==> config.mk <==
export PLATFORM = sky130hd
export DESIGN_NAME = ili_spi_slave
export DESIGN_NICKNAME = d
export VERILOG_FILES = /design/src/rtl/ili_spi_slave.sv
export SDC_FILE = /design/constraint.sdc
export NUM_CORES = 1
export LEC_CHECK = 0
export CAP_MARGIN = 10
export CORE_MARGIN = 2
export CORE_UTILIZATION = 54
export DETAILED_ROUTE_END_ITERATION = 8
export PLACE_DENSITY = 0.88
export SYNTH_ARGS = -nofsm -noshare
export SYNTH_HDL_FRONTEND = slang
export SYNTH_SLANG_ARGS = --single-unit
==> constraint.sdc <==
create_clock -name clk -period 2.7 [get_ports clk]
set_clock_uncertainty 0.2 [all_clocks]
set_input_delay 0.54 -clock clk [delete_from_list [all_inputs] [get_ports clk]]
set_output_delay 0.54 -clock clk [all_outputs]
set_load 0.05 [all_outputs]
==> src/rtl/ili_spi_slave.sv <==
// SPI mode-0 slave modelling the display end of a 4-wire ILI9341 link.
// Oversamples the pins on clk, deserialises dc-tagged bytes and shifts a preloaded response on miso.
module ili_spi_slave #(
    parameter int DATA_W      = 8,
    parameter int SYNC_STAGES = 2
) (
    input  logic              clk,
    input  logic              rst,
    input  logic              cs,
    input  logic              sclk,
    input  logic              mosi,
    input  logic              dc,
    output logic              miso,
    output logic [DATA_W-1:0] rx_data,
    output logic              rx_dc,
    output logic              rx_valid,
    input  logic              rx_ready,
    input  logic [DATA_W-1:0] tx_data,
    input  logic              tx_load,
    output logic [7:0]        byte_cnt,
    output logic              frame_end,
    output logic              overrun
);

    localparam int               CNT_W    = $clog2(DATA_W);
    localparam logic [CNT_W-1:0] LAST_BIT = CNT_W'(DATA_W - 1);

    // Pin bundle layout: {dc, mosi, sclk, cs}
    localparam int PIN_CS   = 0;
    localparam int PIN_SCLK = 1;
    localparam int PIN_MOSI = 2;
    localparam int PIN_DC   = 3;

    typedef enum logic [0:0] {
        ST_IDLE   = 1'b0,
        ST_ACTIVE = 1'b1
    } state_t;

    state_t                           state_r;
    state_t                           state_nxt_s;
    logic [SYNC_STAGES-1:0][3:0]      sync_r;
    logic [3:0]                       pins_s;
    logic [3:0]                       sync_out_s;
    logic                             cs_hist_r;
    logic                             sclk_hist_r;
    logic                             cs_rise_s;
    logic                             cs_fall_s;
    logic                             sclk_rise_s;
    logic                             sclk_fall_s;
    logic                             frame_start_s;
    logic                             frame_stop_s;
    logic                             rx_shift_en_s;
    logic                             tx_shift_en_s;
    logic [DATA_W-1:0]                tx_next_s;
    logic [DATA_W-1:0]                shift_rx_r;
    logic [DATA_W-1:0]                shift_tx_r;
    logic [DATA_W-1:0]                tx_buf_r;
    logic [CNT_W-1:0]                 bit_cnt_r;
    logic [CNT_W-1:0]                 tx_cnt_r;
    logic                             byte_done_r;
    logic                             dc_cap_r;

    assign pins_s      = {dc, mosi, sclk, cs};
    assign sync_out_s  = sync_r[SYNC_STAGES-1];
    assign cs_rise_s   =  sync_out_s[PIN_CS]   & ~cs_hist_r;
    assign cs_fall_s   = ~sync_out_s[PIN_CS]   &  cs_hist_r;
    assign sclk_rise_s =  sync_out_s[PIN_SCLK] & ~sclk_hist_r;
    assign sclk_fall_s = ~sync_out_s[PIN_SCLK] &  sclk_hist_r;

    // Pin synchronisers plus one history stage for cs/sclk edge detection
    always_ff @(posedge clk or negedge rst) begin
        if (!rst) begin
            sync_r      <= {(SYNC_STAGES*4){1'b0}};
            cs_hist_r   <= 1'b0;
            sclk_hist_r <= 1'b0;
        end else begin
            sync_r      <= {sync_r[SYNC_STAGES-2:0], pins_s};
            cs_hist_r   <= sync_out_s[PIN_CS];
            sclk_hist_r <= sync_out_s[PIN_SCLK];
        end
    end

    // Frame state register
    always_ff @(posedge clk or negedge rst) begin
        if (!rst) begin
            state_r <= ST_IDLE;
        end else begin
            state_r <= state_nxt_s;
        end
    end

    // Next-state logic and per-cycle frame strobes; cs_rise masks any sclk edge in the same cycle
    always_comb begin
        state_nxt_s   = state_r;
        frame_start_s = 1'b0;
        frame_stop_s  = 1'b0;
        rx_shift_en_s = 1'b0;
        tx_shift_en_s = 1'b0;
        case (state_r)
            ST_IDLE: begin
                if (cs_fall_s) begin
                    state_nxt_s   = ST_ACTIVE;
                    frame_start_s = 1'b1;
                end else begin
                    state_nxt_s = ST_IDLE;
                end
            end
            ST_ACTIVE: begin
                if (cs_rise_s) begin
                    state_nxt_s  = ST_IDLE;
                    frame_stop_s = 1'b1;
                end else begin
                    state_nxt_s   = ST_ACTIVE;
                    rx_shift_en_s = sclk_rise_s;
                    tx_shift_en_s = sclk_fall_s;
                end
            end
            default: begin
                state_nxt_s = ST_IDLE;
            end
        endcase
    end

    // A load in the same cycle as a reload must win, so reloads read through this mux
    assign tx_next_s = tx_load ? tx_data : tx_buf_r;

    // Response buffer, loadable in any state
    always_ff @(posedge clk or negedge rst) begin
        if (!rst) begin
            tx_buf_r <= {DATA_W{1'b0}};
        end else if (tx_load) begin
            tx_buf_r <= tx_data;
        end
    end

    // Receive shifter, bit counter and byte counter
    always_ff @(posedge clk or negedge rst) begin
        if (!rst) begin
            shift_rx_r  <= {DATA_W{1'b0}};
            bit_cnt_r   <= {CNT_W{1'b0}};
            byte_cnt    <= 8'd0;
            byte_done_r <= 1'b0;
            dc_cap_r    <= 1'b0;
        end else begin
            byte_done_r <= 1'b0;
            if (frame_start_s) begin
                bit_cnt_r <= {CNT_W{1'b0}};
                byte_cnt  <= 8'd0;
            end else if (frame_stop_s) begin
                bit_cnt_r <= {CNT_W{1'b0}};
            end else if (rx_shift_en_s) begin
                shift_rx_r <= {shift_rx_r[DATA_W-2:0], sync_out_s[PIN_MOSI]};
                if (bit_cnt_r == LAST_BIT) begin
                    bit_cnt_r   <= {CNT_W{1'b0}};
                    byte_done_r <= 1'b1;
                    dc_cap_r    <= sync_out_s[PIN_DC];
                    if (byte_cnt != 8'hFF) begin
                        byte_cnt <= byte_cnt + 8'd1;
                    end
                end else begin
                    bit_cnt_r <= bit_cnt_r + CNT_W'(1);
                end
            end
        end
    end

    // Transmit shifter: miso changes on sclk falls so the master samples it on the next rise
    always_ff @(posedge clk or negedge rst) begin
        if (!rst) begin
            shift_tx_r <= {DATA_W{1'b0}};
            tx_cnt_r   <= {CNT_W{1'b0}};
            miso       <= 1'b0;
        end else if (frame_start_s) begin
            shift_tx_r <= tx_next_s;
            tx_cnt_r   <= {CNT_W{1'b0}};
            miso       <= tx_next_s[DATA_W-1];
        end else if (frame_stop_s) begin
            tx_cnt_r <= {CNT_W{1'b0}};
            miso     <= 1'b0;
        end else if (tx_shift_en_s) begin
            if (tx_cnt_r == LAST_BIT) begin
                tx_cnt_r   <= {CNT_W{1'b0}};
                shift_tx_r <= tx_next_s;
                miso       <= tx_next_s[DATA_W-1];
            end else begin
                tx_cnt_r   <= tx_cnt_r + CNT_W'(1);
                shift_tx_r <= {shift_tx_r[DATA_W-2:0], 1'b0};
                miso       <= shift_tx_r[DATA_W-2];
            end
        end
    end

    // Holding register: a byte landing while the slot is full and not being taken is dropped
    always_ff @(posedge clk or negedge rst) begin
        if (!rst) begin
            rx_data  <= {DATA_W{1'b0}};
            rx_dc    <= 1'b0;
            rx_valid <= 1'b0;
            overrun  <= 1'b0;
        end else if (byte_done_r) begin
            if (!rx_valid || rx_ready) begin
                rx_data  <= shift_rx_r;
                rx_dc    <= dc_cap_r;
                rx_valid <= 1'b1;
            end else begin
                overrun <= 1'b1;
            end
        end else if (rx_valid && rx_ready) begin
            rx_valid <= 1'b0;
        end
    end

    // Frame-end pulse
    always_ff @(posedge clk or negedge rst) begin
        if (!rst) begin
            frame_end <= 1'b0;
        end else begin
            frame_end <= frame_stop_s;
        end
    end

endmodule

==> flow_summary.toml, run 1 <==
[run_status]
status = "complete, no violations"

[die]
num_rows = 25
core_area_um2 = 4720
ioPinCount = 37
die_h_um = 74.1
die_area_um2 = 5490
die_w_um = 74.1
initial_utilization_pct = 56.1

[worst_setup_path]
slowest_stage = "clkdlybuf4s50_1"
critical_path_arrival_ps = 1600
worstRegToRegCells = 5
cpLargestDelayFamily = "buffers and inverters"
worst-path-buf-inv = 1
critPathLaunchType = "flip-flop"
cpPeakStageDelay_ps = 840
worstSetupPathType = "flip-flop to primary output"
path_cells = "clkdlybuf4s50_1"
worstSetupPathDepth = 1
crit_path_end_kind = "primary output"
crit_required_ps = 1960
crit_fanout = 6

[finish]
multiInputGateArea_um2 = 1000
syn_to_final_growth_pct = 25.9
finalNetCount = 269
layout-drive-gt1-share_pct = 20.6
final_cells = 319
num_antenna_cells = 0
fillCellCount = 332
seqCellArea_um2 = 1580

[yosys]
seq_area_frac_synth_pct = 59.5
muxShareOfSynthArea_pct = 16.8
syn_area_um2 = 2650
yosys_warnings = 0
synth_adder_area_share_pct = 3.21
ys_ff_latch = 63
synth_edf_count = 0
synth_top_family_by_area = "multiplexers"
yosysTopAreaCell = "dfrtp_1"
syn_nets = 223
synth-simple-area-share_pct = 10.2
synth_xor_area_share_pct = 0
synth_top_area_share_pct = 59.5
yosys-top-cells-area = "dfrtp_1 59%, mux2_2 11%, mux2i_1 5.3%"
synth_compound_area_share_pct = 7.55
synth-async-reset-ratio_pct = 100
synth.distinct_cells = 47
syn_avg_cell_area_um2 = 13.2
synth_cells = 201
synth-main-ff-cell = "dfrtp_1"

[timing]
drv_slew = 0
rsz0062_at_grt = "false"
fin_crit_sh_pct = 86.8
relSlewSlack_pct = 57.4
worst_hold_slack_ps = 148
worst_pin_slew_ps = 637
layout_min_cycle_time_ps = 2340
fin_setup_tns_ps = 0
finalSetupViolCount = 0
hold_violations = 0
max_freq_mhz = 427
setup_ws_ps = 356

[cts]
clock_latency_ps = 330
cts-resized-gates = 0
cts_buffers = 9
clockBufferDepth = 2
cts_setup_buffers = 0
clk_pin_slew_worst_paths_ps = 60
root_buffer = "clkbuf_8"
cts.sinks = 63
htree_levels = 3
cts_tree = "done"

[place]
dp_slack_ps = 498
place_inst = 302
dp.final_hpwl_um = 3200
gp_congestion = 0.816
io_buffers = 36

[route]
wl_um = 4540
first_pass_iters = 4
viasPerCell = 5.34
ant_nets = 0
drc = 0
wire_per_inst_um = 14.2
num_vias = 1704
drt_iter0_markers = 78

[min_path]
worstHoldPathType = "flip-flop to flip-flop"
whs_path_depth = 0

[global_routing]
grt_pass1_vias = 1808
grt_pass1_wl_um = 8110
antenna_found_initial = 0
grt_max_degree = 42
grt_usage_pct = 20.2
overflow = 0

[power]
intPower_mw = 1.84
power_switching_uw = 530
p_leak_nw = 1.57
seqPwrFrac_pct = 48.0
switching_share_pct = 22.4
irDropWorstVdd_v = 0.000412
pwr-share-clk_pct = 40.8
cellPowerDensity_nw_per_um2 = 710
comb_power_share_pct = 11.2

[job]
maxCapViolations = 0
==> metrics by stage <==
stage / utilization (%) / power (mW) / instance area [µm²]
final: 70.6 / 2.37 / 3340
after global placement: 65.4 / 1.40 / 3090
after CTS: 70.6 / 2.40 / 3340
after detailed placement: 65.4 / 1.42 / 3090
after global routing: 70.6 / 2.49 / 3340
after floorplan: - / 1.31 / 2650
==> cell usage after synthesis, types with 2 or more instances <==
cell      number
a21oi_1        2
mux2_2        27
o21ai_0        4
a221o_1        3
nand2_1       14
and2_1         2
nand3_1        4
mux2i_1       14
buf_4          2
a22o_1         2
nor2_1         5
ha_1           6
nor4_1         2
dfrtp_1       63
inv_1         11
a21o_1         2
nand2b_1       4
nor3_1         5
==> cell usage in the layout, fill, tap and decap left out, types with 4 or more instances in the layout <==
| cell | n |
|---|---|
| nor3_1 | 5 |
| nor2_1 | 5 |
| clkdlybuf4s50_1 | 35 |
| clkbuf_8 | 10 |
| nand3_1 | 4 |
| mux2i_1 | 14 |
| o21ai_0 | 4 |
| dfrtp_1 | 63 |
| ha_1 | 6 |
| inv_1 | 11 |
| mux2_2 | 27 |
| nand2b_1 | 4 |
| nand2_1 | 14 |
==> layer usage <==
| layer | GRT usage, % | vias up | wire length [µm] |
|---|---|---|---|
| li1 | - | 807 | - |
| met1 | 25.5 | 847 | 2020 |
| met2 | 30.7 | 40 | 2240 |
| met3 | 6.91 | 10 | 181 |
| met4 | 11.1 | 0 | 95 |
| met5 | 0 | - | 0 |
==> worst paths after layout <==
path,start,endpoint,slack (ps)
min in group asynchronous,rst,frame_end,510
worst min register to register,sync_r[2],sync_out_s[2],150
max in group asynchronous,rst,byte_cnt[2],1200
worst max-delay path,byte_cnt[4],byte_cnt[4],360
worst min-delay path,sync_r[2],sync_out_s[2],150
worst max register to register,byte_cnt[1],byte_cnt[3],670
==> area by class of cell <==
type,count,area share (%)
clock buffers,13,4.46
inverters,12,1.35
well taps,67,2.51
flip-flops and latches,63,47.2
clock inverters,3,2.70
multi-input cells,122,30.0
repair buffers,39,11.8
==> power by group through the flow <==
stage,sequential [mW],clock [mW],combinational [mW]
after floorplan,1.14,0,0.172
after global placement,1.15,0,0.249
after detailed placement,1.15,0,0.266
after CTS,1.14,0.992,0.269
after global routing,1.15,1.04,0.297
final,1.14,0.966,0.264
==> flip-flops by register name, indices dropped and copies added (netlist names), 3 cells and up <==
register and cells:
bit_cnt_r 3, byte_cnt 8, rx_data 8, shift_rx_r 8, shift_tx_r 7, sync_out_s 4
sync_r 4, tx_buf_r 8, tx_cnt_r 3
==> logic make-up after synthesis <==
group | count (synthesis)
flops | 63
fa+ha+maj | 7
compound gates | 25
simple gates | 49
mux | 41
buf+inv | 16
==> what timing repair did <==
| item | CTS | global route |
|---|---|---|
| setup endpoints to repair | 0 | 0 |
| endpoints found under the hold margin | 22 | 0 |
| hold buffers | 1 | 0 |
No activity file was read; power rests on OpenSTA's default activity.
==> run 2, diff against run 1 <==
CORE_ASPECT_RATIO = 0.75   (was not set)
clock period = 2.46 ns   (was 2.7 ns; I/O delays follow)
==> run 2 against run 1 <==
- first-iteration DRC count down 12%
- final cell count shrank 1.9%
- core utilization is 2.7 points lower
- critical path type unchanged
- largest cell class unchanged
- largest power group unchanged
==> flow_summary.toml, run 2 (synthesis gave the netlist of run 1 again) <==
[global_routing]
grt_usage_pct = 19.1
grt_pass1_vias = 1732
overflow = 0
grt_pass1_wl_um = 8040
antenna_found_initial = 0
grt_max_degree = 24

[die]
num_rows = 22
die_area_um2 = 5490
core_area_um2 = 4820
initial_utilization_pct = 55.0
die_h_um = 64.7
die_w_um = 84.9
ioPinCount = 37

[timing]
fin_crit_sh_pct = 93.8
drv_slew = 0
setup_ws_ps = 152
worst_hold_slack_ps = 150
relSlewSlack_pct = 55.6
hold_violations = 0
rsz0062_at_grt = "false"
max_freq_mhz = 433
finalSetupViolCount = 0
worst_pin_slew_ps = 665
layout_min_cycle_time_ps = 2310
fin_setup_tns_ps = 0

[power]
p_leak_nw = 1.56
cellPowerDensity_nw_per_um2 = 726
finalPower_mw = 2.38
irDropWorstVdd_v = 0.000533

[finish]
num_antenna_cells = 0
fin_area_um2 = 3270
final_common_cell = "dfrtp_1"
utilization_pct = 68.0
final_cell_mix = "63 x dfrtp_1, 35 x clkdlybuf4s50_1, 27 x mux2_2, 14 x nand2_1, 14 x mux2i_1"
layout-drive-gt1-share_pct = 21.3
final_cells = 313
finalNetCount = 270
syn_to_final_growth_pct = 23.5

[cts]
htree_levels = 3
cts_setup_buffers = 0
cts_buffers = 9
cts-resized-gates = 0
clockBufferDepth = 2
clk_pin_slew_worst_paths_ps = 60
cts.sinks = 63
root_buffer = "clkbuf_8"
clock_latency_ps = 330
holdBufCountCts = 1
cts_tree = "done"

[job]
maxCapViolations = 0

[worst_setup_path]
critPathLaunchType = "flip-flop"
worst-path-buf-inv = 1
crit_path_end_kind = "primary output"
critical_path_arrival_ps = 1620
crit_fanout = 6
worstSetupPathType = "flip-flop to primary output"
cpLargestDelayFamily = "buffers and inverters"
reg2reg_slack_ps = 420
r2r-end = "byte_cnt[4]"
worstRegToRegCells = 7
cpPeakStageDelay_ps = 840
crit_required_ps = 1770
path_cells = "clkdlybuf4s50_1"
rr_startpoint = "bit_cnt_r[0]"
slowest_stage = "clkdlybuf4s50_1"

[min_path]
worstHoldPathType = "flip-flop to flip-flop"
whs_endpoint = "sync_out_s[3]"
holdCritStartpoint = "sync_r[3]"
whs_path_depth = 0

[place]
dp.final_hpwl_um = 3200
gp_congestion = 0.783
dp_slack_ps = 246
postPlaceCellArea_um2 = 3070
io_buffers = 36
place_inst = 296

[route]
ant_nets = 0
wire_per_inst_um = 14.3
first_pass_iters = 4
wl_um = 4470
viasPerCell = 5.39
drc = 0
drt_iter0_markers = 69
num_vias = 1686

[run_status]
status = "complete, no violations"
-- run 2: cell types whose count changed in the layout (fill, tap and decap cells not counted) --
cell	change
buf_12	-1
buf_4	+2
bufinv_16	-2
clkbuf_1	-1
clkinv_2	+3
-- run 2: power by group --
| part | internal, mW | switching, mW | total, mW |
|---|---|---|---|
| combinational | 0.148 | 0.137 | 0.286 |
| clock | 0.491 | 0.354 | 0.844 |
| sequential | 1.17 | 0.0823 | 1.25 |
| total | 1.81 | 0.573 | 2.38 |
-- run 2: layout make-up --
type                            count  area (µm²)
Sequential cell                    63        1580
Fill cell                         354        1540
Multi-Input combinational cell    122        1000
Timing Repair Buffer               40         388
Clock buffer                       12         145
Tap cell                           60        75.1
Clock inverter                      4        45.0
Inverter                           12        45.0
-- run 2: worst max-delay path by stage --
stage,end,depth (start not counted),slack (ps),startpoint
after floorplan,byte_cnt[3],5,340,byte_cnt[0]
after global placement,shift_tx_r[6],4,340,tx_load
after detailed placement,shift_tx_r[1],4,250,tx_load
after CTS,byte_cnt[4],1,140,byte_cnt[4]
after global routing,byte_cnt[4],1,80,byte_cnt[4]
final,byte_cnt[4],1,150,byte_cnt[4]
-- run 2: routing by layer --
metal / wire length, µm / GRT usage, % / vias up
met5: 0 / 0 / -
met4: 56 / 6.55 / 0
met3: 206 / 6.11 / 5
met2: 2100 / 29.5 / 38
met1: 2110 / 25.8 / 827
li1: - / - / 816
